**src/rtl/write_once_reg_programmer.sv**
```systemverilog
// Programs one write-once register: checks its lock bit, strobes the write, waits for
// the target to settle, then reports the readback and a status code.
module write_once_reg_programmer #(
  parameter int WIDTH  = 16,
  parameter int SETTLE = 2
) (
  input  logic             Clk,
  input  logic             ip_reset,
  input  logic             cmd_valid,
  output logic             cmd_ready,
  input  logic [WIDTH-1:0] cmd_data,
  input  logic             cmd_lock,
  output logic             write,
  output logic [WIDTH-1:0] Data_in,
  input  logic [WIDTH-1:0] Data_out,
  output logic             busy,
  output logic             done,
  output logic [1:0]       status,
  output logic [WIDTH-1:0] rb_data
);

  typedef enum logic [2:0] {
    S_IDLE = 3'd0,
    S_PRE  = 3'd1,
    S_WR   = 3'd2,
    S_POST = 3'd3,
    S_DONE = 3'd4
  } state_t;

  localparam logic [3:0] LAST_CNT = 4'(SETTLE - 1);

  localparam logic [1:0] ST_OK       = 2'b00;
  localparam logic [1:0] ST_LOCKED   = 2'b01;
  localparam logic [1:0] ST_MISMATCH = 2'b10;

  state_t           r_state;
  state_t           w_next;
  logic [3:0]       r_cnt;
  logic [3:0]       w_cnt_next;
  logic [WIDTH-1:0] r_din;
  logic [WIDTH-1:0] w_din_next;
  logic [1:0]       r_status;
  logic [1:0]       w_status_next;
  logic [WIDTH-1:0] r_rb;
  logic [WIDTH-1:0] w_rb_next;
  logic             r_write;
  logic             r_done;
  logic             r_busy;
  logic             r_cmd_ready;
  logic             w_accept;

  assign w_accept = cmd_valid & r_cmd_ready;

  // Next-state, counter and result-capture logic
  always_comb begin
    w_next        = r_state;
    w_cnt_next    = r_cnt;
    w_din_next    = r_din;
    w_status_next = r_status;
    w_rb_next     = r_rb;
    case (r_state)
      S_IDLE: begin
        if (w_accept) begin
          w_din_next = {cmd_data[WIDTH-1:1], cmd_lock};
          w_cnt_next = 4'd0;
          w_next     = S_PRE;
        end else begin
          w_next = S_IDLE;
        end
      end
      S_PRE: begin
        if (r_cnt == LAST_CNT) begin
          // A locked target is never strobed; report what it currently holds.
          if (Data_out[0]) begin
            w_rb_next     = Data_out;
            w_status_next = ST_LOCKED;
            w_next        = S_DONE;
          end else begin
            w_next = S_WR;
          end
        end else begin
          w_cnt_next = r_cnt + 4'd1;
        end
      end
      S_WR: begin
        w_cnt_next = 4'd0;
        w_next     = S_POST;
      end
      S_POST: begin
        if (r_cnt == LAST_CNT) begin
          w_rb_next     = Data_out;
          w_status_next = (Data_out == r_din) ? ST_OK : ST_MISMATCH;
          w_next        = S_DONE;
        end else begin
          w_cnt_next = r_cnt + 4'd1;
        end
      end
      S_DONE: begin
        w_next = S_IDLE;
      end
      default: begin
        w_next = S_IDLE;
      end
    endcase
  end

  // State register; handshake outputs are registered from the next state
  always_ff @(posedge Clk or posedge ip_reset) begin
    if (ip_reset) begin
      r_state     <= S_IDLE;
      r_cnt       <= 4'd0;
      r_din       <= '0;
      r_status    <= ST_OK;
      r_rb        <= '0;
      r_write     <= 1'b0;
      r_done      <= 1'b0;
      r_busy      <= 1'b0;
      r_cmd_ready <= 1'b1;
    end else begin
      r_state     <= w_next;
      r_cnt       <= w_cnt_next;
      r_din       <= w_din_next;
      r_status    <= w_status_next;
      r_rb        <= w_rb_next;
      r_write     <= (w_next == S_WR);
      r_done      <= (w_next == S_DONE);
      r_busy      <= (w_next != S_IDLE);
      r_cmd_ready <= (w_next == S_IDLE);
    end
  end

  assign cmd_ready = r_cmd_ready;
  assign write     = r_write;
  assign Data_in   = r_din;
  assign busy      = r_busy;
  assign done      = r_done;
  assign status    = r_status;
  assign rb_data   = r_rb;

endmodule

```
**config.mk**
```make
export PLATFORM = sky130hd
export DESIGN_NAME = write_once_reg_programmer
export DESIGN_NICKNAME = d
export VERILOG_FILES = /design/src/rtl/write_once_reg_programmer.sv
export SDC_FILE = /design/constraint.sdc
export NUM_CORES = 1
export LEC_CHECK = 0
export BUFFER_PORTS_ARGS = -buffer_cell sky130_fd_sc_hd__clkbuf_2
export CAP_MARGIN = 20
export CORE_MARGIN = 2
export CORE_UTILIZATION = 30
export DETAILED_ROUTE_END_ITERATION = 16
export SETUP_SLACK_MARGIN = 0.4
export SYNTH_ARGS = -nofsm -noshare
export SYNTH_HDL_FRONTEND = slang
export SYNTH_SLANG_ARGS = --single-unit
```
**constraint.sdc**
```tcl
create_clock -name Clk -period 4.1 [get_ports Clk]
set_input_delay 0.82 -clock Clk [delete_from_list [all_inputs] [get_ports Clk]]
set_output_delay 0.82 -clock Clk [all_outputs]
set_load 0.05 [all_outputs]
```
==> reports/summary.txt <==
status: finished, final reports clean
crit path time final: 2540 ps
Yosys reg bits: 45
I/O Buffers: 72
crit share post-route: 62.0%
vias: 1355
H-tree depth: 2
Initial Util: 31.3%
EDFF count, synth: 0
CTS root buffer: clkbuf_8
drt wl/cell: 14.0 um
die width: 85.7 um
Worst Path Max Fanout: 17
endpoint class of the critical path: flop
first-pass GRT wire length: 6.50 mm
total gr overflow: 0
most numerous cell in the Yosys netlist: dfrtp_1
CTS Hold Bufs: 0
largest net degree at the start of global routing: 46
leading post-synthesis cells by cell area: dfrtp_1 (55%), mux2_2 (13%), xnor2_1 (7.0%), mux2_4 (6.0%), dfstp_2 (1.3%)
I/O pins: 74
Setup crit start kind: flop
Distinct cells, synth: 33
hold crit path type: input port to asynchronous set/reset pin
Antenna Cells: 0
Worst-Skew Late Latency: 290 ps
mapped cell area: 2000 um2
top-area cell type share of the netlist area: 55.0%
critical path class: flop to flop
R2R depth: 6
number of global-route vias before repair: 1280
Antenna Violating Nets Remaining: 0
Async SR Flop Fraction: 100%
maximum clock rate: 393 MHz
Mapped Nets: 182
1st-iter DRT viols: 30
Total GRT Usage: 11.6%
crit path cell chain: inv_1 -> ha_1 -> nor3b_4 -> nor2b_4 -> and2b_1 -> mux2_2
number of remaining DRC errors: 0
max-cap viol count: 0
DP HPWL: 3.05 mm
die height: 85.7 um
vias per inst: 4.55
footprint of the multi-input gates: 811 um2
antenna violations before repair: 0
final setup vio count: 0
fraction of layout cells with a size suffix above 1: 53.4%
cells after synthesis: 144
Filler cells: 626
Max-Slew Margin vs Limit: 36.2%
GP Congestion: 0.757
worst setup path start: r_cnt[1]$_DFFE_PP0P_
Syn-to-layout area delta: 27.7%
PostCTS Resize Cnt: 0
instance count on the critical path: 6
R2R Path Start: r_cnt[1]$_DFFE_PP0P_
cts bufs inserted: 5
TNS Setup: 0 ps
required time of the critical path: 4280 ps
r2r setup slk: 1560 ps
critical path data arrival time: 2720 ps
WL final: 4.18 mm
Clock Path Buffers: 2
register area share after synthesis: 56.3%
Rows: 29
Post-synth top cells: dfrtp_1 (44), mux2_2 (23), xnor2_1 (16)
RSZ-0062 raised after global routing: false
crit path to: rb_data[9]$_DFFE_PP0P_
CTS tree: built
Mapped Avg Cell Area: 13.9 um2
core footprint: 6390 um2
R2R Path End: rb_data[9]$_DFFE_PP0P_
DIE AREA: 7340 um2
DRT Pass-1 Iters: 4
yosys synthesis warning count: 0
slew of the pin with the lowest slew margin: 957 ps
final hold violation count: 0
Synth area leader: dfrtp_1
WP buf/inv: 1
Final Slew Violations: 0
CTS clk-pin slew, worst paths: 80 ps
Primary FF master, synth: dfrtp_1
Slowest cell on crit path: and2b_1
Final nets: 258
Post-CTS Setup Inserts: 0
crit-path max cell delay: 790 ps
Clock Skews: 4.56 ps
Num Clock Sinks: 45
Worst path top cell family by delay: simple AND/OR/NAND/NOR gates
Sequential Area: 1130 um2
-- worst reg2reg max path, delay by kind of cell, from the launching register on --
| family | cells | cell delay (ps) |
|---|---|---|
| buffers and inverters | 1 | 90 |
| multiplexers | 1 | 420 |
| AND/OR/NAND/NOR | 3 | 1380 |
| adder cells (fa/ha/maj) | 1 | 140 |
| flip-flops | 1 | 410 |
-- cell usage in the layout (no fill, tap or decap), types with 2 or more instances in the layout --
cell type,count
clkbuf_8,6
clkbuf_2,72
o22ai_1,2
a21oi_1,2
nand2_1,7
ha_1,2
nor2_1,4
o21ai_0,2
mux2_4,8
dfrtp_1,44
nand4_1,4
a22o_1,2
xnor2_1,16
inv_1,4
and2_1,2
nor4_1,2
mux2_2,23
-- layer usage --
metal  global-route usage [%]  wire length (um)  vias to the layer above
met5                        0                 0                        -
met4                     3.90                27                        0
met3                     3.95               261                        2
met2                     17.3              2010                       40
met1                     15.8              1880                      662
li1                         -                 -                      651
-- kinds of logic after synthesis --
family                     count (synthesis)  synth area share [%]
DFF                                       45                  56.3
muxes                                     32                  19.4
and+or+nand+nor                           27                  8.37
xor gates and xnor gates                  16                  7.00
AOI/OAI and AO/OA                         12                  4.00
buffers and inverters                     10                  3.63
adders and majority gates                  2                  1.25
-- through the flow --
step / hold WS (ps) / utilization [%] / cells / setup WS (ps) / instance area [um2]
2_1_floorplan: 459 / - / 144 / 2040 / 2000
3_3_place_gp: 487 / 37.9 / 289 / 1570 / 2420
3_5_place_dp: 495 / 37.9 / 289 / 1510 / 2420
4_1_cts: 516 / 39.7 / 297 / 1510 / 2540
5_1_grt: 475 / 40.0 / 298 / 1380 / 2560
6_report: 468 / 40.0 / 298 / 1560 / 2560
-- worst min path at each step --
stage / slack, ps / cells past startpoint / endpoint
floorplan: 460 / 1 / r_state[1]$_DFF_PP0_
global placement: 490 / 1 / rb_data[0]$_DFFE_PP0P_
detailed placement: 500 / 1 / rb_data[7]$_DFFE_PP0P_
CTS: 520 / 1 / rb_data[7]$_DFFE_PP0P_
global route: 480 / 2 / Data_in[4]$_DFFE_PP0P_
finish: 470 / 2 / Data_in[1]$_DFFE_PP0P_
-- area by class of cell --
cell class	count	share of cell area (%)
Clock buffer	7	3.38
Multi-Input combinational cell	89	31.7
Clock inverter	1	1.17
Tap cell	77	3.77
Sequential cell	45	44.1
Inverter	5	0.734
Timing Repair Buffer	74	15.2
-- registers in the layout, summed over array words and instances, names as in the netlist, 2 cells and up --
signal / count
Data_in: 16
r_cnt: 4
r_state: 3
rb_data: 16
status: 2
Power is left out: the tool's default activity adds up to more than one toggle a clock period on the data nets, which glitch-free logic cannot reach.
